### src/rtl/rect_pkg.sv
// Shared constants, FSM state type and address packing for the rectified-frame reader.
package rect_pkg;

  localparam int H_ACTIVE = 640;
  localparam int V_ACTIVE = 480;
  localparam int ADDR_W   = 19;
  localparam int X_W      = 10;
  localparam int Y_W      = 9;
  localparam int PIX_W    = 36;

  typedef enum logic [1:0] {
    IDLE  = 2'd0,
    ISSUE = 2'd1,
    DRAIN = 2'd2
  } state_e;

  // Frame buffer address map: line index in the upper bits, pixel index in the lower bits.
  function automatic logic [ADDR_W-1:0] pack_addr(input logic [Y_W-1:0] y, input logic [X_W-1:0] x);
    return {y, x};
  endfunction

endpackage

### src/rtl/rect_sync_fifo.sv
// Synchronous FIFO (power-of-two depth) with full/empty/count; push and pop may
// happen in the same cycle, including when full. Storage resets to zero.
module rect_sync_fifo import rect_pkg::*; #(
  parameter int DEPTH = 4,
  parameter int WIDTH = PIX_W
) (
  input  logic                     clk,
  input  logic                     reset,
  input  logic                     push,
  input  logic [WIDTH-1:0]         push_data,
  input  logic                     pop,
  output logic [WIDTH-1:0]         pop_data,
  output logic                     full,
  output logic                     empty,
  output logic [$clog2(DEPTH):0]   count
);

  localparam int AW = $clog2(DEPTH);

  logic [WIDTH-1:0] mem_r [DEPTH];
  logic [AW-1:0]    wr_ptr_r;
  logic [AW-1:0]    rd_ptr_r;
  logic [AW:0]      count_r;
  logic             do_push_s;
  logic             do_pop_s;

  assign full      = (count_r == (AW+1)'(DEPTH));
  assign empty     = (count_r == {(AW+1){1'b0}});
  assign do_pop_s  = pop & ~empty;
  assign do_push_s = push & (~full | do_pop_s);
  assign pop_data  = mem_r[rd_ptr_r];
  assign count     = count_r;

  // Storage, pointers and occupancy.
  always_ff @(posedge clk) begin
    if (reset) begin
      wr_ptr_r <= {AW{1'b0}};
      rd_ptr_r <= {AW{1'b0}};
      count_r  <= {(AW+1){1'b0}};
      for (int i = 0; i < DEPTH; i++) begin
        mem_r[i] <= {WIDTH{1'b0}};
      end
    end else begin
      if (do_push_s) begin
        mem_r[wr_ptr_r] <= push_data;
        wr_ptr_r        <= wr_ptr_r + AW'(1);
      end
      if (do_pop_s) begin
        rd_ptr_r <= rd_ptr_r + AW'(1);
      end
      case ({do_push_s, do_pop_s})
        2'b10:   count_r <= count_r + (AW+1)'(1);
        2'b01:   count_r <= count_r - (AW+1)'(1);
        default: count_r <= count_r;
      endcase
    end
  end

endmodule

### src/rtl/rect_frame_reader.sv
// Raster-order reader of the rectified frame buffer onto a valid/ready pixel stream.
// Optional running frame checksum output enabled by RECT_READER_CHECKSUM_EN.
module rect_frame_reader import rect_pkg::*; #(
  parameter int RD_LATENCY = 2,
  parameter int FIFO_DEPTH = 4,
  parameter int H_ACTIVE   = rect_pkg::H_ACTIVE,
  parameter int V_ACTIVE   = rect_pkg::V_ACTIVE
) (
  input  logic              clk,
  input  logic              reset,
  input  logic              start,
  output logic              busy,
  output logic              frame_done,
  output logic              mem_rd_en,
  output logic [ADDR_W-1:0] mem_rd_addr,
  input  logic [PIX_W-1:0]  mem_rd_data,
  output logic [PIX_W-1:0]  pix_data,
  output logic              pix_valid,
  input  logic              pix_ready,
  output logic              pix_sof,
  output logic              pix_eol
`ifdef RECT_READER_CHECKSUM_EN
  , output logic [PIX_W-1:0] frame_checksum
`endif
);

  localparam int CW  = $clog2(FIFO_DEPTH + 1);
  localparam int FCW = $clog2(FIFO_DEPTH) + 1;
  localparam int FW  = PIX_W + 2;
  localparam logic [CW-1:0]  DEPTH_C = CW'(FIFO_DEPTH);
  localparam logic [X_W-1:0] X_LAST  = X_W'(H_ACTIVE - 1);
  localparam logic [Y_W-1:0] Y_LAST  = Y_W'(V_ACTIVE - 1);

  state_e                state_r;
  state_e                state_s;
  logic [X_W-1:0]        x_r;
  logic [Y_W-1:0]        y_r;
  logic [CW-1:0]         credits_r;
  logic [RD_LATENCY-1:0] vld_sr_r;
  logic [RD_LATENCY-1:0] sof_sr_r;
  logic [RD_LATENCY-1:0] eol_sr_r;
  logic                  frame_done_r;
  logic                  issue_s;
  logic                  pop_s;
  logic                  last_beat_s;
  logic                  fifo_full_s;
  logic                  fifo_empty_s;
  logic [FW-1:0]         fifo_head_s;
  logic [FCW-1:0]        fifo_count_s;

  assign issue_s = (state_r == ISSUE) && (credits_r < DEPTH_C) && !fifo_full_s;
  assign pop_s   = pix_valid & pix_ready;
  // The final pixel is the only entry left once nothing is in flight.
  assign last_beat_s = (state_r == DRAIN) && pop_s && fifo_head_s[0] &&
                       (fifo_count_s == FCW'(1)) && (vld_sr_r == {RD_LATENCY{1'b0}});

  assign busy        = (state_r != IDLE);
  assign frame_done  = frame_done_r;
  assign mem_rd_en   = issue_s;
  assign mem_rd_addr = pack_addr(y_r, x_r);
  assign pix_valid   = ~fifo_empty_s;
  assign pix_data    = fifo_head_s[FW-1:2];
  assign pix_sof     = pix_valid & fifo_head_s[1];
  assign pix_eol     = pix_valid & fifo_head_s[0];

  // Next-state decode.
  always_comb begin
    state_s = state_r;
    case (state_r)
      IDLE: begin
        if (start) state_s = ISSUE;
        else       state_s = IDLE;
      end
      ISSUE: begin
        if (issue_s && (x_r == X_LAST) && (y_r == Y_LAST)) state_s = DRAIN;
        else                                               state_s = ISSUE;
      end
      DRAIN: begin
        if (last_beat_s) state_s = IDLE;
        else             state_s = DRAIN;
      end
      default: state_s = IDLE;
    endcase
  end

  // State register and completion pulse.
  always_ff @(posedge clk) begin
    if (reset) begin
      state_r      <= IDLE;
      frame_done_r <= 1'b0;
    end else begin
      state_r      <= state_s;
      frame_done_r <= last_beat_s;
    end
  end

  // Raster counters hold the next address to read.
  always_ff @(posedge clk) begin
    if (reset) begin
      x_r <= {X_W{1'b0}};
      y_r <= {Y_W{1'b0}};
    end else if ((state_r == IDLE) && start) begin
      x_r <= {X_W{1'b0}};
      y_r <= {Y_W{1'b0}};
    end else if (issue_s) begin
      if (x_r == X_LAST) begin
        x_r <= {X_W{1'b0}};
        y_r <= (y_r == Y_LAST) ? {Y_W{1'b0}} : y_r + Y_W'(1);
      end else begin
        x_r <= x_r + X_W'(1);
      end
    end
  end

  // Credits: FIFO occupancy plus reads still in flight.
  always_ff @(posedge clk) begin
    if (reset) begin
      credits_r <= {CW{1'b0}};
    end else begin
      case ({issue_s, pop_s})
        2'b10:   credits_r <= credits_r + CW'(1);
        2'b01:   credits_r <= credits_r - CW'(1);
        default: credits_r <= credits_r;
      endcase
    end
  end

  // Read tags travel with each read so they line up with the returning data.
  always_ff @(posedge clk) begin
    if (reset) begin
      vld_sr_r <= {RD_LATENCY{1'b0}};
      sof_sr_r <= {RD_LATENCY{1'b0}};
      eol_sr_r <= {RD_LATENCY{1'b0}};
    end else begin
      for (int i = RD_LATENCY - 1; i > 0; i--) begin
        vld_sr_r[i] <= vld_sr_r[i-1];
        sof_sr_r[i] <= sof_sr_r[i-1];
        eol_sr_r[i] <= eol_sr_r[i-1];
      end
      vld_sr_r[0] <= issue_s;
      sof_sr_r[0] <= issue_s && (x_r == {X_W{1'b0}}) && (y_r == {Y_W{1'b0}});
      eol_sr_r[0] <= issue_s && (x_r == X_LAST);
    end
  end

  rect_sync_fifo #(
    .DEPTH (FIFO_DEPTH),
    .WIDTH (FW)
  ) u_fifo (
    .clk       (clk),
    .reset     (reset),
    .push      (vld_sr_r[RD_LATENCY-1]),
    .push_data ({mem_rd_data, sof_sr_r[RD_LATENCY-1], eol_sr_r[RD_LATENCY-1]}),
    .pop       (pop_s),
    .pop_data  (fifo_head_s),
    .full      (fifo_full_s),
    .empty     (fifo_empty_s),
    .count     (fifo_count_s)
  );

`ifdef RECT_READER_CHECKSUM_EN
  logic [PIX_W-1:0] checksum_r;

  // Running modulo-2^36 sum of accepted pixels, cleared on each new frame.
  always_ff @(posedge clk) begin
    if (reset) begin
      checksum_r <= {PIX_W{1'b0}};
    end else if ((state_r == IDLE) && start) begin
      checksum_r <= {PIX_W{1'b0}};
    end else if (pop_s) begin
      checksum_r <= checksum_r + pix_data;
    end
  end

  assign frame_checksum = checksum_r;
`endif

endmodule

### config.mk
export PLATFORM = sky130hd
export DESIGN_NAME = rect_frame_reader
export DESIGN_NICKNAME = d
export VERILOG_FILES = /design/src/rtl/rect_pkg.sv /design/src/rtl/rect_sync_fifo.sv /design/src/rtl/rect_frame_reader.sv
export SDC_FILE = /design/constraint.sdc
export NUM_CORES = 1
export LEC_CHECK = 0
export CORE_ASPECT_RATIO = 1.75
export CORE_MARGIN = 2
export CORE_UTILIZATION = 50
export DETAILED_ROUTE_END_ITERATION = 6
export PLACE_DENSITY = 0.73
export SLEW_MARGIN = 20
export SYNTH_ARGS = -nofsm -noshare
export SYNTH_HDL_FRONTEND = slang
export SYNTH_HIERARCHICAL = 1
export SYNTH_SLANG_ARGS = --single-unit
### constraint.sdc
create_clock -name clk -period 3.2 [get_ports clk]
set_input_delay 0.48 -clock clk [delete_from_list [all_inputs] [get_ports clk]]
set_output_delay 0.48 -clock clk [all_outputs]
set_load 0.01 [all_outputs]
==> impl_metrics.csv, run 1 <==
group,metric,value,unit
status,status,"finished clean",
clock_tree,cts_buffers,17,
synthesis,yosys-top-cells-count,"and2_1, edfxtp_1, dfxtp_1",
synthesis,yosysMostFrequentCell,"and2_1",
timing,rsz0062_at_grt,"false",
synthesis,netlist.area_leader.share,53.79,%
setup_path,critPathArrivalTime,2.50,ns
setup_path,rrSetupSlack,0.67,ns
clock_tree,cts.sinks,192,
layout,fillers,1269,
synthesis,async_reset_ff_share,0,%
setup_path,worstPathRequired,2.72,ns
clock_tree,root_buffer,"clkbuf_16",
die,initial_utilization,50.54,%
power_and_ir_drop,ir_drop,368.5,µV
layout,area_growth,22.16,%
setup_path,critPathTopFamily,"buffers and inverters",
synthesis,synth-seq-cells,192,
die,fp.dieArea,0.01807,mm²
synthesis,avgSynthCellArea,14.19,µm²
hold_path,hold_path.class,"reg2reg",
layout,n_antenna_cell,0,
clock_tree,hold_buffers,0,
route,drcViolationCount,0,
timing,finalSetupViolCount,0,
timing,post-route-period-util,92.98,%
setup_path,critPathMaxFanout,12,
clock_tree,clkLatencyLatePin,0.44,ns
synthesis,netlist_area,0.008486,mm²
power_and_ir_drop,power_frac_seq,54.6,%
synthesis,synth_edf_count,152,
placed_design,gp_congestion,0.8642,
placed_design,place_inst,908,
timing,clock_skew,0.01980,ns
timing,fin_tns_setup,0,ns
setup_path,cp_cell_sequence,"inv_1 -> and3_1 -> or4b_4 -> clkinv_4 -> clkdlybuf4s50_1",
power_and_ir_drop,swShare,22.75,%
synthesis,synthFlopType,"edfxtp_1",
die,core,0.01679,mm²
power_and_ir_drop,power_density,493.8,mW/mm²
setup_path,cp_slowest_cell,"or4b_4",
setup_path,critPathMaxStageDelay,0.60,ns
die,ios,101,
route,num_vias,5160,
grt,overflow,0,
setup_path,endpoint,"mem_rd_en",
placed_design,dpl.hpwl,11110,µm
power_and_ir_drop,p_sw,1165,µW
clock_tree,clkTransAtPathRegs,0.08,ns
die,die_y,176.3,µm
grt,grt_pass1_vias,5536,
route,drt-wirelength-per-cell,18.90,µm
synthesis,yosysSeqAreaShare,63.23,%
timing,slew_headroom,32.83,%
layout,drive_gt1_share,14.17,%
synthesis,syn_inst,598,
route,drtAntennaViolNets,0,
synthesis,synth-warning-count,6,
setup_path,crit_buf_inv,3,
layout,multiInputGateArea,0.002957,mm²
power_and_ir_drop,internal_power,3955,µW
clock_tree,ctsResizeCount,0,
clock_tree,htree_levels,4,
layout,fin_cells,940,
clock_tree,post_cts_buffers,0,
grt,grt_pass1_wl,28070,µm
timing,final-hold-violation-count,0,
die,num_rows,63,
grt,antenna_found_initial,0,
synthesis,synth_nets,645,
power_and_ir_drop,comb_power_share,5.6,%
setup_path,crit_cells,5,
flow_run,maxCapViolations,0,
setup_path,startpoint,"u_fifo/count[1]",
layout,nets,747,
power_and_ir_drop,leakagePower,0.003665,µW
power_and_ir_drop,p_total,5119,µW
clock_tree,cts_tree,"built",
route,drtIter0Drc,316,
timing,worst_slew_pin_slew,1.008,ns
die,die_x,102.5,µm
setup_path,r2r_start,"u_fifo/count[0]",
synthesis,netlist_top_cells_area,"edfxtp_1, and2_1, mux4_2",
route,routed_via_density,5.489,
timing,fin_crit,2.975,ns
setup_path,cp-start-kind,"register",
route,drt-pass1-iter-count,4,
setup_path,rr_endpoint,"u_fifo/mem_r[0][29]",
power_and_ir_drop,clkPwrFrac,39.7,%
setup_path,reg2reg_depth,7,
route,drt-total-wl,17770,µm
synthesis,synthDistinctLibCells,49,
grt,grt_max_degree,39,
grt,grt_util_all_layers,20.94,%
placed_design,io_buffers,100,
setup_path,end_kind,"output pin",
layout,seq_area,0.005368,mm²
timing,fmax,336.1,MHz
timing,drv_slew,0,
synthesis,synth_area_leader_cell,"edfxtp_1",
hold_path,holdPathStages,1,
setup_path,path_class,"reg2out",
clock_tree,clk_path_buf_depth,2,
==> sequential cells by signal, indices dropped and copies added, names as in the netlist, named ones only <==
name / flops
u_fifo/count: 3
credits_r: 3
x_r: 10
state_r: 2
vld_sr_r: 2
sof_sr_r: 2
eol_sr_r: 2
u_fifo/rd_ptr_r: 2
u_fifo/mem_r: 152
y_r: 9
u_fifo/wr_ptr_r: 2
frame_done: 1
==> power groups by stage <==
stage | clock network (µW) | registers (µW) | logic [µW]
after floorplan | 0 | 2840 | 129
after global placement | 0 | 2850 | 287
after detailed placement | 0 | 2850 | 291
after CTS | 2070 | 2800 | 292
after global routing | 2160 | 2800 | 311
final | 2030 | 2800 | 289
==> worst min path at each step <==
stage	end	slack, ns	from
3_3_place_gp	eol_sr_r[1]	0.42	eol_sr_r[0]
4_1_cts	eol_sr_r[1]	0.45	eol_sr_r[0]
5_1_grt	eol_sr_r[1]	0.48	eol_sr_r[0]
6_report	eol_sr_r[1]	0.45	eol_sr_r[0]
2_1_floorplan	eol_sr_r[1]	0.41	eol_sr_r[0]
3_5_place_dp	eol_sr_r[1]	0.44	eol_sr_r[0]
==> cell type report <==
cell class	instances	share of cell area, %
timing repair buffer	113	10.96
multi-input combinational	363	28.52
sequential	192	51.78
clock buffer	17	4.104
inverter	13	0.5190
clock inverter	15	1.376
tap	227	2.740
==> cell usage in the layout (no fill, tap or decap), types with 3 or more instances in the layout <==
master,n
and2_1,153
edfxtp_1,152
clkdlybuf4s50_1,100
dfxtp_1,38
mux4_2,38
nor2_1,27
nand2_1,17
clkbuf_16,17
nand3_1,16
a21oi_1,13
inv_1,12
xor2_1,11
nor2b_1,10
buf_4,10
nor4_1,7
inv_8,7
nand4_1,6
nor3_1,5
xnor2_1,5
o21ai_0,5
or4_1,5
ha_1,5
clkinv_4,4
and3_1,3
o31ai_1,3
inv_6,3
buf_12,3
==> logic make-up (layout without fill, tap and decap cells) <==
family / count (synthesis) / count (layout) / synth area share, %
adders and majority gates: 7 / 7 / 1.209
muxes: 39 / 39 / 10.22
AOI/OAI and AO/OA: 33 / 33 / 2.448
buffers and inverters: 43 / 158 / 2.403
DFF: 192 / 192 / 63.23
xor gates and xnor gates: 16 / 16 / 1.651
and+or+nand+nor: 268 / 268 / 18.84
==> stage by stage <==
stage	hold WS, ns	area, µm²	setup WS, ns	util [%]
floorplan	0.4138	8493	0.5835	-
global placement	0.4233	9798	0.4448	58.36
detailed placement	0.4356	9798	0.3913	58.36
CTS	0.4544	10370	0.2084	61.74
global route	0.4810	10370	0.1299	61.74
finish	0.4471	10370	0.2248	61.74
==> layer usage <==
metal	vias to the layer above	routed length, µm	global-route usage [%]
met1	2564	6542	22.90
met4	0	648	11.00
met2	167	9764	37.45
met3	38	812	3.998
met5	-	0	0
li1	2391	-	-
(Power assumes the default switching activity.)
==> run 2, diff against run 1 <==
--- a/config.mk
+++ b/config.mk
@@ -10,6 +10,7 @@
 export CORE_UTILIZATION = 50
 export DETAILED_ROUTE_END_ITERATION = 6
 export PLACE_DENSITY = 0.73
+export SETUP_SLACK_MARGIN = 0.02
 export SLEW_MARGIN = 20
 export SYNTH_ARGS = -nofsm -noshare
 export SYNTH_HDL_FRONTEND = slang
==> results of run 2 <==
The final DEF is identical to that of run 1; final timing and power are the same.
==> run 3, diff against run 2 <==
--- a/config.mk
+++ b/config.mk
@@ -7,12 +7,14 @@
 export LEC_CHECK = 0
 export CORE_ASPECT_RATIO = 1.75
 export CORE_MARGIN = 2
-export CORE_UTILIZATION = 50
+export CORE_UTILIZATION = 27
 export DETAILED_ROUTE_END_ITERATION = 6
-export PLACE_DENSITY = 0.73
+export GPL_TIMING_DRIVEN = 0
+export PLACE_DENSITY = 0.44
 export SETUP_SLACK_MARGIN = 0.02
 export SLEW_MARGIN = 20
 export SYNTH_ARGS = -nofsm -noshare
 export SYNTH_HDL_FRONTEND = slang
 export SYNTH_HIERARCHICAL = 1
 export SYNTH_SLANG_ARGS = --single-unit
+export TNS_END_PERCENT = 10
==> impl_metrics.csv, run 3 (synthesis results as in run 1) <==
group,metric,value,unit
status,status,"finished clean",
setup_path,end_kind,"output pin",
setup_path,cp-start-kind,"register",
route,drt-wirelength-per-cell,19.35,µm
clock_tree,clkLatencyLatePin,0.44,ns
route,num_vias,5215,
timing,slew_headroom,50.64,%
power_and_ir_drop,p_total,5043,µW
grt,overflow,0,
setup_path,worstPathRequired,2.72,ns
layout,drive_gt1_share,13.74,%
power_and_ir_drop,comb_power_share,6.3,%
power_and_ir_drop,internal_power,3915,µW
layout,multiInputGateArea,0.002975,mm²
layout,nets,769,
layout,top_register,"u_fifo/mem_r",
grt,grt_max_degree,39,
timing,whs,0.4609,ns
power_and_ir_drop,power_density,472.5,mW/mm²
die,die_y,238.5,µm
timing,post-route-period-util,93.01,%
route,drt-total-wl,21810,µm
timing,worst_slew_pin_slew,0.7404,ns
power_and_ir_drop,clkPwrFrac,38.3,%
setup_path,critPathTopFamily,"buffers and inverters",
route,drcViolationCount,0,
grt,grt_util_all_layers,13.58,%
route,drtAntennaViolNets,0,
timing,fmax,336.0,MHz
setup_path,path_class,"reg2out",
setup_path,cp_slowest_cell,"mux4_2",
power_and_ir_drop,power_frac_seq,55.4,%
layout,final_common_cell,"and2_1",
layout,finish.instance_area,0.01067,mm²
layout,fin_util,34.61,%
route,drtIter0Drc,243,
layout,largest_register_ffs,152,
route,drt-pass1-iter-count,5,
timing,final-hold-violation-count,0,
grt,grt_pass1_wl,33240,µm
die,initial_utilization,27.51,%
setup_path,critPathMaxFanout,10,
layout,layout_common_cells,"and2_1, edfxtp_1, clkdlybuf4s50_1",
flow_run,maxCapViolations,0,
grt,antenna_found_initial,2,
timing,clock_skew,0.005746,ns
timing,rsz0062_at_grt,"false",
die,num_rows,85,
clock_tree,clkTransAtPathRegs,0.07,ns
setup_path,cp_cell_sequence,"buf_2 -> buf_4 -> mux4_2 -> clkdlybuf4s50_1",
placed_design,gp_congestion,0.8292,
timing,drv_slew,0,
placed_design,io_buffers,100,
clock_tree,cts_buffers,17,
clock_tree,root_buffer,"clkbuf_16",
hold_path,hold_path.class,"reg2reg",
grt,grt_pass1_vias,5710,
power_and_ir_drop,p_sw,1129,µW
setup_path,critPathMaxStageDelay,0.57,ns
clock_tree,htree_levels,4,
power_and_ir_drop,swShare,22.38,%
timing,finalSetupViolCount,0,
die,core,0.03084,mm²
die,fp.dieArea,0.03292,mm²
route,routed_via_density,4.627,
clock_tree,cts.sinks,192,
timing,fin_crit,2.976,ns
layout,top_regs,"u_fifo/mem_r (152), x_r (10), y_r (9)",
layout,fillers,3035,
layout,seq_area,0.005365,mm²
placed_design,dpl_cell_area,0.01011,mm²
clock_tree,cts_tree,"built",
power_and_ir_drop,ir_drop,384.1,µV
placed_design,dpl.hpwl,14430,µm
power_and_ir_drop,leakagePower,0.003705,µW
die,die_x,138.0,µm
setup_path,critPathArrivalTime,2.50,ns
die,ios,101,
layout,area_growth,25.79,%
setup_path,crit_buf_inv,3,
clock_tree,clk_path_buf_depth,2,
==> run 3: changes by cell type in the layout (fill, tap and decap cells not counted), sizes merged, moves of 2 or more <==
cell,previous run,this run
clkbuf,17,37
clkinv,5,13
inv,23,13
buf,13,15
==> run 3: final timing paths <==
check,start,endpoint,slack [ns],cells after the start
hold reg to reg,eol_sr_r[0],eol_sr_r[1],0.46,1
setup reg to reg,u_fifo/count[0],u_fifo/mem_r[2][26],0.28,8
hold / removal,eol_sr_r[0],eol_sr_r[1],0.46,1
setup / recovery,register,pix_data[20],0.22,4
==> run 3: stage by stage <==
stage	instances	setup TNS [ns]	setup slack [ns]
floorplan	598	-7.431	-0.1956
global placement	1089	-225.49	-2.818
detailed placement	1093	-42.98	-0.7592
CTS	1126	0	0.1010
global route	1127	0	0.02343
finish	1127	0	0.2237
==> run 3: layer usage <==
metal | GRT usage [%] | share of wire (%) | up-vias
li1 | - | - | 2444
met4 | 5.226 | 2.2 | 2
met2 | 26.30 | 56 | 111
met3 | 3.506 | 4.0 | 28
met1 | 13.78 | 38 | 2630
met5 | 0 | 0.073 | -
==> run 3: layout make-up <==
class                      instances  area share (%)
clock buffer                      18           4.021
buffer                            30           1.500
timing repair buffer             104           10.34
sequential                       192           50.26
tap                              391           4.583
antenna                            1         0.02344
clock inverter                    14          0.8909
multi-input combinational        364           27.87
inverter                          13          0.5040
==> run 3: power by group through the flow <==
stage / clock network, µW / logic [µW] / registers, µW
floorplan: 0 / 129 / 2840
global placement: 0 / 301 / 2850
detailed placement: 0 / 324 / 2850
CTS: 2000 / 328 / 2800
global route: 2100 / 344 / 2800
finish: 1930 / 319 / 2800
==> run 3: worst reg2reg max path, cell delays in order, from the launching register on <==
cell	delay, ns
dfxtp_1	0.40
nor3_2	0.40
nor2b_2	0.16
or4b_4	0.54
nand2_2	0.18
nor3_1	0.09
clkbuf_1	0.30
clkbuf_1	0.35
and2_1	0.26
==> run 3: repair_timing <==
item	CTS	global route
gates cloned	1	0
pin swaps	1	0
hold buffers	0	0
buffers inserted	0	0
endpoints found under the setup margin	108	48
resized for setup	9	1
